--- config.mk ---
export PLATFORM = sky130hd
export DESIGN_NAME = cv32e40x_mult_arbiter_flat
export DESIGN_NICKNAME = d
export VERILOG_FILES = /design/src/rtl/cv32e40x_mult_arbiter_pkg.sv /design/src/rtl/cv32e40x_mult_arbiter_if.sv /design/src/rtl/cv32e40x_mult_arbiter.sv /design/src/flat_wrapper.sv
export SDC_FILE = /design/constraint.sdc
export NUM_CORES = 1
export LEC_CHECK = 0
export CAP_MARGIN = 0
export CORE_AREA = 8 8 104 106
export CTS_BUF_LIST = sky130_fd_sc_hd__clkbuf_4
export CTS_CLUSTER_DIAMETER = 80
export DETAILED_ROUTE_END_ITERATION = 12
export DIE_AREA = 0 0 112 114
export HOLD_SLACK_MARGIN = 0.15
export PLACE_DENSITY = 0.76
export SLEW_MARGIN = 30
export SYNTH_ARGS = -nofsm -noshare
export SYNTH_HDL_FRONTEND = slang
export SYNTH_SLANG_ARGS = --single-unit
--- constraint.sdc ---
create_clock -name clk -period 2.5 [get_ports clk]
set_clock_uncertainty 0.05 [all_clocks]
set_input_delay 0.5 -clock clk [delete_from_list [all_inputs] [get_ports clk]]
set_output_delay 0.5 -clock clk [all_outputs]
set_load 0.1 [all_outputs]
--- src/rtl/cv32e40x_mult_arbiter_pkg.sv ---
// Shared types for the multiplier arbiter: operator encoding, port identifiers
// and a small helper for round-robin priority hand-over.
package cv32e40x_mult_arbiter_pkg;

    // Multiplier operator; MUL_M32 is single-cycle, MUL_H is the 4-cycle high-half multiply
    typedef enum logic [0:0] {
        MUL_M32 = 1'b0,
        MUL_H   = 1'b1
    } mul_opcode_e;

    // Requester identifiers used for the grant owner and the priority pointer
    typedef enum logic {
        MULT_ARB_P0 = 1'b0,
        MULT_ARB_P1 = 1'b1
    } mult_arb_port_e;

    localparam int unsigned MULT_ARB_DATA_W = 32;

    // The port that did not just complete gets priority next
    function automatic mult_arb_port_e arb_other(input mult_arb_port_e p);
        return (p == MULT_ARB_P0) ? MULT_ARB_P1 : MULT_ARB_P0;
    endfunction

endpackage

--- src/rtl/cv32e40x_mult_arbiter_if.sv ---
// Bundle of both requester ports, the multiplier-facing port and the debug
// outputs of the multiplier arbiter.
interface cv32e40x_mult_arbiter_if;
    import cv32e40x_mult_arbiter_pkg::*;

    // Requester port 0 (core EX stage)
    logic           req0_valid_i;
    mul_opcode_e    req0_operator_i;
    logic [1:0]     req0_short_signed_i;
    logic [31:0]    req0_op_a_i;
    logic [31:0]    req0_op_b_i;
    logic           req0_ready_i;
    logic           req0_ready_o;
    logic           req0_valid_o;

    // Requester port 1 (eXtension issue path)
    logic           req1_valid_i;
    mul_opcode_e    req1_operator_i;
    logic [1:0]     req1_short_signed_i;
    logic [31:0]    req1_op_a_i;
    logic [31:0]    req1_op_b_i;
    logic           req1_ready_i;
    logic           req1_ready_o;
    logic           req1_valid_o;

    // Shared result back to the requesters
    logic [31:0]    result_o;

    // Multiplier side
    logic           mult_valid_o;
    mul_opcode_e    mult_operator_o;
    logic [1:0]     mult_short_signed_o;
    logic [31:0]    mult_op_a_o;
    logic [31:0]    mult_op_b_o;
    logic           mult_ready_o;
    logic [31:0]    mult_result_i;
    logic           mult_ready_i;
    logic           mult_valid_i;

    // Debug / trace
    mult_arb_port_e owner_o;
    logic           locked_o;

    // Arbiter view
    modport slave (
        input  req0_valid_i, req0_operator_i, req0_short_signed_i, req0_op_a_i, req0_op_b_i, req0_ready_i,
        output req0_ready_o, req0_valid_o,
        input  req1_valid_i, req1_operator_i, req1_short_signed_i, req1_op_a_i, req1_op_b_i, req1_ready_i,
        output req1_ready_o, req1_valid_o,
        output result_o,
        output mult_valid_o, mult_operator_o, mult_short_signed_o, mult_op_a_o, mult_op_b_o, mult_ready_o,
        input  mult_result_i, mult_ready_i, mult_valid_i,
        output owner_o, locked_o
    );

    // Environment view: requesters plus the multiplier
    modport master (
        output req0_valid_i, req0_operator_i, req0_short_signed_i, req0_op_a_i, req0_op_b_i, req0_ready_i,
        input  req0_ready_o, req0_valid_o,
        output req1_valid_i, req1_operator_i, req1_short_signed_i, req1_op_a_i, req1_op_b_i, req1_ready_i,
        input  req1_ready_o, req1_valid_o,
        input  result_o,
        input  mult_valid_o, mult_operator_o, mult_short_signed_o, mult_op_a_o, mult_op_b_o, mult_ready_o,
        output mult_result_i, mult_ready_i, mult_valid_i,
        input  owner_o, locked_o
    );

endinterface

--- src/rtl/cv32e40x_mult_arbiter.sv ---
// Two-port arbiter in front of the shared multiplier. Picks a port (round-robin
// or fixed priority), muxes its operands into the multiplier, routes the
// handshake back and locks the grant across a multicycle MUL_H.
module cv32e40x_mult_arbiter
    import cv32e40x_mult_arbiter_pkg::*;
#(
    parameter bit             RR_EN    = 1'b1,
    parameter mult_arb_port_e PRIO_RST = MULT_ARB_P0
) (
    input logic                    clk,
    input logic                    rst_n,
    cv32e40x_mult_arbiter_if.slave bus
);

    logic           r_locked;
    mult_arb_port_e r_owner;
    mult_arb_port_e r_prio;

    mult_arb_port_e w_grant;
    logic           w_req0_valid;
    logic           w_req1_valid;
    logic           w_req0_ready;
    logic           w_req1_ready;
    logic           w_mult_valid;
    logic           w_mult_ready;
    logic           w_done;

    assign w_req0_valid = bus.req0_valid_i;
    assign w_req1_valid = bus.req1_valid_i;

    // Grant selection: a held lock wins, then a lone requester, then the priority pointer
    always_comb begin
        w_grant = r_prio;
        if (r_locked) begin
            w_grant = r_owner;
        end else if (w_req0_valid && !w_req1_valid) begin
            w_grant = MULT_ARB_P0;
        end else if (!w_req0_valid && w_req1_valid) begin
            w_grant = MULT_ARB_P1;
        end else if (w_req0_valid && w_req1_valid) begin
            w_grant = RR_EN ? r_prio : MULT_ARB_P0;
        end
    end

    // Operand and handshake mux towards the multiplier
    always_comb begin
        if (w_grant == MULT_ARB_P1) begin
            w_mult_valid            = w_req1_valid;
            w_mult_ready            = bus.req1_ready_i;
            bus.mult_operator_o     = bus.req1_operator_i;
            bus.mult_short_signed_o = bus.req1_short_signed_i;
            bus.mult_op_a_o         = bus.req1_op_a_i;
            bus.mult_op_b_o         = bus.req1_op_b_i;
        end else begin
            w_mult_valid            = w_req0_valid;
            w_mult_ready            = bus.req0_ready_i;
            bus.mult_operator_o     = bus.req0_operator_i;
            bus.mult_short_signed_o = bus.req0_short_signed_i;
            bus.mult_op_a_o         = bus.req0_op_a_i;
            bus.mult_op_b_o         = bus.req0_op_b_i;
        end
    end

    assign bus.mult_valid_o = w_mult_valid;
    assign bus.mult_ready_o = w_mult_ready;

    // Return path: only the granted port sees the multiplier handshake
    always_comb begin
        w_req0_ready     = 1'b0;
        w_req1_ready     = 1'b0;
        bus.req0_valid_o = 1'b0;
        bus.req1_valid_o = 1'b0;
        if (w_grant == MULT_ARB_P1) begin
            w_req1_ready     = bus.mult_ready_i;
            bus.req1_valid_o = bus.mult_valid_i;
        end else begin
            w_req0_ready     = bus.mult_ready_i;
            bus.req0_valid_o = bus.mult_valid_i;
        end
    end

    assign bus.req0_ready_o = w_req0_ready;
    assign bus.req1_ready_o = w_req1_ready;
    assign bus.result_o     = bus.mult_result_i;

    // A transfer finishes when the multiplier presents a result the owner accepts
    assign w_done = w_mult_valid && bus.mult_valid_i && w_mult_ready;

    // Lock, owner and priority state; an unfinished accepted request pins the grant
    always_ff @(posedge clk or negedge rst_n) begin
        if (!rst_n) begin
            r_locked <= 1'b0;
            r_owner  <= PRIO_RST;
            r_prio   <= PRIO_RST;
        end else begin
            if (!r_locked && w_mult_valid && !w_done) begin
                r_locked <= 1'b1;
                r_owner  <= w_grant;
            end else if (r_locked && w_done) begin
                r_locked <= 1'b0;
            end
            if (w_done && RR_EN) begin
                r_prio <= arb_other(w_grant);
            end
        end
    end

    assign bus.owner_o  = r_owner;
    assign bus.locked_o = r_locked;

endmodule
--- src/flat_wrapper.sv ---
// flat-port wrapper written by rule: the top's interface ports become plain ports
module cv32e40x_mult_arbiter_flat import cv32e40x_mult_arbiter_pkg::*;
#(
    parameter bit             RR_EN    = 1'b1,
    parameter mult_arb_port_e PRIO_RST = MULT_ARB_P0
)
  (clk, rst_n, bus_req0_valid_i, bus_req0_operator_i, bus_req0_short_signed_i, bus_req0_op_a_i, bus_req0_op_b_i, bus_req0_ready_i, bus_req0_ready_o, bus_req0_valid_o, bus_req1_valid_i, bus_req1_operator_i, bus_req1_short_signed_i, bus_req1_op_a_i, bus_req1_op_b_i, bus_req1_ready_i, bus_req1_ready_o, bus_req1_valid_o, bus_result_o, bus_mult_valid_o, bus_mult_operator_o, bus_mult_short_signed_o, bus_mult_op_a_o, bus_mult_op_b_o, bus_mult_ready_o, bus_mult_result_i, bus_mult_ready_i, bus_mult_valid_i, bus_owner_o, bus_locked_o);
  cv32e40x_mult_arbiter_if bus_i ();
  input logic clk;
  input logic rst_n;
  input wire logic [$bits(bus_i.req0_valid_i)-1:0] bus_req0_valid_i;
  input wire logic [$bits(bus_i.req0_operator_i)-1:0] bus_req0_operator_i;
  input wire logic [$bits(bus_i.req0_short_signed_i)-1:0] bus_req0_short_signed_i;
  input wire logic [$bits(bus_i.req0_op_a_i)-1:0] bus_req0_op_a_i;
  input wire logic [$bits(bus_i.req0_op_b_i)-1:0] bus_req0_op_b_i;
  input wire logic [$bits(bus_i.req0_ready_i)-1:0] bus_req0_ready_i;
  output wire logic [$bits(bus_i.req0_ready_o)-1:0] bus_req0_ready_o;
  output wire logic [$bits(bus_i.req0_valid_o)-1:0] bus_req0_valid_o;
  input wire logic [$bits(bus_i.req1_valid_i)-1:0] bus_req1_valid_i;
  input wire logic [$bits(bus_i.req1_operator_i)-1:0] bus_req1_operator_i;
  input wire logic [$bits(bus_i.req1_short_signed_i)-1:0] bus_req1_short_signed_i;
  input wire logic [$bits(bus_i.req1_op_a_i)-1:0] bus_req1_op_a_i;
  input wire logic [$bits(bus_i.req1_op_b_i)-1:0] bus_req1_op_b_i;
  input wire logic [$bits(bus_i.req1_ready_i)-1:0] bus_req1_ready_i;
  output wire logic [$bits(bus_i.req1_ready_o)-1:0] bus_req1_ready_o;
  output wire logic [$bits(bus_i.req1_valid_o)-1:0] bus_req1_valid_o;
  output wire logic [$bits(bus_i.result_o)-1:0] bus_result_o;
  output wire logic [$bits(bus_i.mult_valid_o)-1:0] bus_mult_valid_o;
  output wire logic [$bits(bus_i.mult_operator_o)-1:0] bus_mult_operator_o;
  output wire logic [$bits(bus_i.mult_short_signed_o)-1:0] bus_mult_short_signed_o;
  output wire logic [$bits(bus_i.mult_op_a_o)-1:0] bus_mult_op_a_o;
  output wire logic [$bits(bus_i.mult_op_b_o)-1:0] bus_mult_op_b_o;
  output wire logic [$bits(bus_i.mult_ready_o)-1:0] bus_mult_ready_o;
  input wire logic [$bits(bus_i.mult_result_i)-1:0] bus_mult_result_i;
  input wire logic [$bits(bus_i.mult_ready_i)-1:0] bus_mult_ready_i;
  input wire logic [$bits(bus_i.mult_valid_i)-1:0] bus_mult_valid_i;
  output wire logic [$bits(bus_i.owner_o)-1:0] bus_owner_o;
  output wire logic [$bits(bus_i.locked_o)-1:0] bus_locked_o;
  assign bus_i.req0_valid_i = bus_req0_valid_i;
  assign bus_i.req0_operator_i = bus_req0_operator_i;
  assign bus_i.req0_short_signed_i = bus_req0_short_signed_i;
  assign bus_i.req0_op_a_i = bus_req0_op_a_i;
  assign bus_i.req0_op_b_i = bus_req0_op_b_i;
  assign bus_i.req0_ready_i = bus_req0_ready_i;
  assign bus_req0_ready_o = bus_i.req0_ready_o;
  assign bus_req0_valid_o = bus_i.req0_valid_o;
  assign bus_i.req1_valid_i = bus_req1_valid_i;
  assign bus_i.req1_operator_i = bus_req1_operator_i;
  assign bus_i.req1_short_signed_i = bus_req1_short_signed_i;
  assign bus_i.req1_op_a_i = bus_req1_op_a_i;
  assign bus_i.req1_op_b_i = bus_req1_op_b_i;
  assign bus_i.req1_ready_i = bus_req1_ready_i;
  assign bus_req1_ready_o = bus_i.req1_ready_o;
  assign bus_req1_valid_o = bus_i.req1_valid_o;
  assign bus_result_o = bus_i.result_o;
  assign bus_mult_valid_o = bus_i.mult_valid_o;
  assign bus_mult_operator_o = bus_i.mult_operator_o;
  assign bus_mult_short_signed_o = bus_i.mult_short_signed_o;
  assign bus_mult_op_a_o = bus_i.mult_op_a_o;
  assign bus_mult_op_b_o = bus_i.mult_op_b_o;
  assign bus_mult_ready_o = bus_i.mult_ready_o;
  assign bus_i.mult_result_i = bus_mult_result_i;
  assign bus_i.mult_ready_i = bus_mult_ready_i;
  assign bus_i.mult_valid_i = bus_mult_valid_i;
  assign bus_owner_o = bus_i.owner_o;
  assign bus_locked_o = bus_i.locked_o;
  cv32e40x_mult_arbiter #(.RR_EN(RR_EN), .PRIO_RST(PRIO_RST)) u_core (.clk(clk), .rst_n(rst_n), .bus(bus_i));
endmodule
==> impl_metrics.csv, run 1 <==
group,metric,value,unit
run_status,status,"finished, final reports clean",
routing,first_iter_violations,93,
worst_setup_path,start_kind,"input port",
place,portBuffers,216,
cells_and_area,final_common_cell,"clkdlybuf4s50_1",
pwr,peakVddDrop,0.000315,V
clock_tree,cts_tree,"yes",
global_route,first_global_vias,2663,
clock_tree,h-tree-depth,1,
timing,whs,0.377,ns
global_route,antenna_found_initial,0,
global_route,grt_max_degree,39,
synthesis,synthTopCellsByArea,"nand2_1 57%, buf_4 20%, dfrtp_1 5.7%",
synthesis,ys_seq_elements,3,
clock_tree,clock_latency,0.26,ns
worst_setup_path,cpMostUsedCell,"buf_12",
worst_setup_path,cp.required,1.95,ns
global_route,overflow,0,
clock_tree,clockBufferDepth,2,
routing,vias_per_cell,4.30,
cells_and_area,drive_gt1_share,37.1,%
die,core,9110,sq um
worst_setup_path,crit_type,"input port to output pin",
cells_and_area,register_area,80.1,sq um
timing,finalSetupTns,0,ns
pwr,p_leak,2.05,nW
synthesis,synthesis.area,1330,sq um
timing,worst_pin_slew,0.287,ns
synthesis,yosys.area.top_type,"nand2_1",
timing,setup-violations-final,0,
clock_tree,clock-sinks,3,
timing,finalHoldViolations,0,
worst_setup_path,crit_path_end_kind,"output pin",
worst_setup_path,cp_cell_sequence,"dlygate4sd2_1, a21boi_4, o31a_2, buf_12, and2_2, buf_12",
timing,slew_violations,0,
min_path,hold_path_class,"input port to async pin",
routing,final_antenna_net_count,0,
routing,vias,2483,
die,rows,35,
clock_tree,cts_hold_buf,0,
die,dieArea,12800,sq um
cells_and_area,fillers,814,
worst_setup_path,reg2reg_to,"u_core.bus.locked_o",
synthesis,synthDistinctLibCells,18,
cells_and_area,synthToLayoutAreaGrowth,239,%
die,die_h,114,um
routing,drc,0,
timing,slew_headroom,81.0,%
place,place_ws,-0.223,ns
place,gp_congestion,0.835,
worst_setup_path,rr_startpoint,"u_core.r_prio",
worst_setup_path,worstRegToRegCells,4,
timing,min_period,2.42,ns
global_route,grt_pass1_wl,14.8,mm
worst_setup_path,arrival,1.87,ns
routing,wl_met2,5.21,mm
routing,wl_per_cell,17.0,um
timing,post-route-period-util,96.8,%
synthesis,syn_avg_cell_area,4.72,sq um
die,start_util,14.6,%
timing,rsz0062_at_grt,"no",
synthesis,ys_warn_count,0,
cells_and_area,antenna_cells,0,
synthesis,syn_nets,455,
pwr,power-per-cell-area,621,nW/um^2
routing,top_layer,"met4",
worst_setup_path,rrSetupSlack,0.87,ns
cells_and_area,layout_common_cells,"139 x clkdlybuf4s50_1, 136 x nand2_1, 79 x buf_12",
routing,totalWireLength,9.80,mm
clock_tree,clk_pin_slew,0.04,ns
die,io_pins,281,
cells_and_area,multi_input_area,1120,sq um
routing,drt_pass1_iterations,5,
timing,fin_ws,0.0802,ns
timing,fmax,413,MHz
worst_setup_path,cp_slowest_stage_delay,0.39,ns
synthesis,seq_area_frac_synth,5.66,%
worst_setup_path,cpMaxStageDelayCell,"o31a_2",
job,max_cap_violations,0,
place,dpl.hpwl,8.17,mm
cells_and_area,fin_nets,641,
synthesis,synthCells,281,
global_route,grt_usage,14.4,%
worst_setup_path,crit_fanout,31,
die,die_x,112,um
routing,met1Wirelength,3.13,mm
clock_tree,cts-root-buf,"clkbuf_4",
clock_tree,cts_made_buffers,3,
synthesis,synth_top_area_share,57.5,%
routing,wl_met3,1.34,mm
layer usage:
metal	vias to the layer above	track usage [%]
met4	0	3.42
li1	1188	-
met5	-	0
met2	185	28.0
met1	1099	13.2
met3	11	6.92
registers in the layout, summed over array words and instances, names as in the netlist:
| signal | cells |
|---|---|
| u_core.bus.owner_o | 1 |
| u_core.r_prio | 1 |
| u_core.bus.locked_o | 1 |
synth_stat cells:
cell type  count
a211o_1        1
a211oi_1       1
a21boi_1       1
a21oi_1        4
a31oi_1        2
a32o_1         1
and2_1         4
buf_2         14
buf_4         35
dfrtp_1        3
nand2_1      203
nand2b_1       1
nand3_1        1
nor2_1         6
nor3_1         1
o21ai_0        1
o31a_1         1
o31ai_2        1
cell families (layout without fill, tap and decap cells):
logic type / after synthesis / after routing / synth area share [%]
simple gates: 216 / 216 / 62.3
flops: 3 / 3 / 5.66
compound gates: 13 / 13 / 6.98
buf+inv: 49 / 234 / 25.1
power by group:
group / internal (mW) / switching (mW) / total (mW) / leakage, nW
combinational: 0.987 / 1.62 / 2.61 / 2.00
clock: 0.0713 / 0.0355 / 0.107 / 0.0184
sequential: 0.0597 / 0.0228 / 0.0825 / 0.0323
total: 1.12 / 1.68 / 2.79 / 2.05
per-stage QoR:
stage	utilization, %	instances	power, mW	cell area (sq um)
after floorplan	-	281	1.82	1510
after global placement	47.4	566	2.60	4310
after detailed placement	47.4	566	2.62	4310
after CTS	49.4	577	2.82	4500
after global routing	49.4	577	2.89	4500
final	49.4	577	2.79	4500
worst max-delay path by stage:
stage	start	to	slack (ns)	cells past startpoint
detailed placement	bus_req0_valid_i	bus_mult_op_b_o[7]	-0.22	7
global placement	bus_req1_valid_i	bus_req0_ready_o	-0.15	6
floorplan	u_core.bus.locked_o	bus_mult_op_b_o[21]	0.02	8
global route	u_core.r_prio	bus_mult_op_a_o[6]	0.01	8
finish	bus_req0_valid_i	bus_req0_valid_o	0.08	6
CTS	bus_req1_valid_i	bus_req1_ready_o	0.003	8
what timing repair did:
item,4_1_cts,5_1_grt
gates cloned,3,0
setup buffers,4,0
resized for setup,8,2
endpoints found under the setup margin,72,63
pin swaps,1,1
layout make-up:
cell class	count	area share (%)
tap	111	3.09
timing repair buffer	230	69.6
multi-input combinational	229	24.9
sequential	3	1.78
clock buffer	4	0.668
worst max-delay path, delay by kind of cell:
kind            cells  cell delay [ns]
compound gates      2             0.54
buf+inv             3             0.60
simple gates        1             0.22
Power figures use the tool's default switching activity.
==> run 2, diff against run 1 <==
- GPL_TIMING_DRIVEN: not set -> 0
==> impl_metrics.csv, run 2 (synthesized netlist as in run 1, its figures left out) <==
group,metric,value,unit
worst_setup_path,cpMaxStageDelayCell,"clkdlybuf4s50_1",
worst_setup_path,cp_cell_sequence,"clkdlybuf4s50_1",
worst_setup_path,cp_slowest_stage_delay,1.18,ns
worst_setup_path,start_kind,"flip-flop",
min_path,hold_path_class,"input port to async pin",
clock_tree,cts_hold_buf,0,
global_route,overflow,0,
place,dpl-instance-area,4110,sq um
cells_and_area,finalInstanceArea,4320,sq um
timing,min_period,2.45,ns
timing,fmax,409,MHz
place,dpl.hpwl,8.91,mm
worst_setup_path,cp.required,1.95,ns
global_route,grt_max_degree,11,
pwr,power-per-cell-area,619,nW/um^2
global_route,grt_usage,14.8,%
routing,first_iter_violations,160,
cells_and_area,layout_common_cells,"173 x clkdlybuf4s50_1, 135 x nand2_1, 68 x nand2_2",
clock_tree,h-tree-depth,1,
global_route,antenna_found_initial,0,
place,portBuffers,247,
global_route,first_global_vias,2874,
pwr,p_comb_share,93.3,%
pwr,swShare,67.9,%
pwr,pwr-share-clk,3.6,%
cells_and_area,utilization,47.4,%
pwr,power_frac_seq,3.1,%
worst_setup_path,arrival,1.90,ns
clock_tree,clock_latency,0.23,ns
timing,slew_headroom,33.0,%
pwr,peakVddDrop,0.000294,V
clock_tree,clockBufferDepth,2,
clock_tree,clk_pin_slew,0.04,ns
run_status,status,"finished, final reports clean",
timing,finalHoldViolations,0,
worst_setup_path,crit_fanout,9,
timing,rsz0062_at_grt,"no",
cells_and_area,fin_nets,708,
die,start_util,14.6,%
job,max_cap_violations,0,
cells_and_area,drive_gt1_share,38.8,%
routing,final_antenna_net_count,0,
clock_tree,cts-root-buf,"clkbuf_4",
timing,slew_violations,0,
timing,worst_pin_slew,1.00,ns
pwr,internal_power,0.857,mW
die,die_x,112,um
worst_setup_path,crit_path_end_kind,"output pin",
routing,totalWireLength,10.2,mm
worst_setup_path,rr_startpoint,"u_core.r_prio",
routing,drc,0,
routing,wl_per_cell,15.9,um
pwr,power,2.67,mW
routing,vias,2637,
cells_and_area,final_common_cell,"clkdlybuf4s50_1",
worst_setup_path,crit_start,"u_core.bus.locked_o",
clock_tree,clock-sinks,3,
place,gp_congestion,0.831,
pwr,power.switching,1.81,mW
routing,drt_pass1_iterations,4,
die,die_h,114,um
global_route,grt_pass1_wl,15.3,mm
worst_setup_path,crit_type,"flip-flop to output pin",
die,dieArea,12800,sq um
die,core,9110,sq um
clock_tree,cts_made_buffers,3,
worst_setup_path,cp_top_family,"buffers and inverters",
cells_and_area,antenna_cells,0,
worst_setup_path,critical_path_buf_inv_count,1,
pwr,p_leak,2.06,nW
timing,post-route-period-util,97.9,%
die,rows,35,
die,io_pins,281,
timing,setup-violations-final,0,
routing,vias_per_cell,4.09,
clock_tree,cts_tree,"yes",
cells_and_area,synthToLayoutAreaGrowth,225,%
run 2: cell types whose count changed in the layout (fill, tap and decap cells not counted), sizes merged:
cell | previous run | this run
clkdlybuf4s50 | 139 | 173
clkdlybuf4s18 | 0 | 1
buf | 88 | 123
dlygate4sd2 | 1 | 0
bufbuf | 1 | 0
clkbuf | 5 | 4
run 2: per-stage QoR:
stage | hold WS (ns) | worst slack [ns] | setup TNS (ns) | instances
4_1_cts | 0.411 | 0.0000528 | 0 | 644
5_1_grt | 0.415 | 0.000998 | 0 | 644
3_5_place_dp | 0.537 | -1.65 | -112.47 | 639
2_1_floorplan | 0.154 | 0.0199 | 0 | 281
6_report | 0.408 | 0.0531 | 0 | 644
3_3_place_gp | 0.520 | -1.62 | -110.83 | 639
run 2: routing by layer:
metal,GRT usage (%),wire length (um),vias to the layer above
met4,2.52,82,0
met1,14.1,3490,1149
met2,29.5,5560,158
met3,5.55,1100,8
met5,0,0,-
li1,-,-,1322
run 2: what timing repair did:
action / 4_1_cts / 5_1_grt
gates resized for setup: 493 / 29
buffers inserted: 2 / 0
pin swaps: 1 / 0
endpoints found under the setup margin: 72 / 69
run 2: final cells by class:
type                            count  area [sq um]
Multi-Input combinational cell    229          1120
Sequential cell                     3          80.1
Fill cell                         901          4790
Clock buffer                        4          30.0
Tap cell                          111           139
Buffer                             48           338
Timing Repair Buffer              249          2610
run 2: power by group through the flow:
| stage | Combinational (mW) | Clock [mW] | Sequential (mW) |
|---|---|---|---|
| 5_1_grt | 2.59 | 0.103 | 0.0844 |
| 2_1_floorplan | 1.74 | 0 | 0.0836 |
| 3_3_place_gp | 2.37 | 0 | 0.0712 |
| 6_report | 2.49 | 0.0967 | 0.0822 |
| 4_1_cts | 2.46 | 0.0997 | 0.0801 |
| 3_5_place_dp | 2.38 | 0 | 0.0722 |
run 2: path summary, 6_finish.rpt:
| check | cells past startpoint | end | slack (ns) |
|---|---|---|---|
| max | 1 | bus_locked_o | 0.05 |
| min reg2reg | 2 | u_core.bus.owner_o | 0.56 |
| min in group clk | 2 | u_core.bus.owner_o | 0.56 |
| max reg2reg | 5 | u_core.bus.locked_o | 0.94 |
| min | 1 | u_core.bus.locked_o | 0.41 |
| max in group asynchronous | 1 | u_core.bus.locked_o | 1.82 |
run 2: worst reg2reg max path, delay by kind of cell, from the launching register on:
| family | cells | cell delay [ns] |
|---|---|---|
| compound gates | 4 | 0.80 |
| buf+inv | 1 | 0.17 |
| flops | 1 | 0.46 |
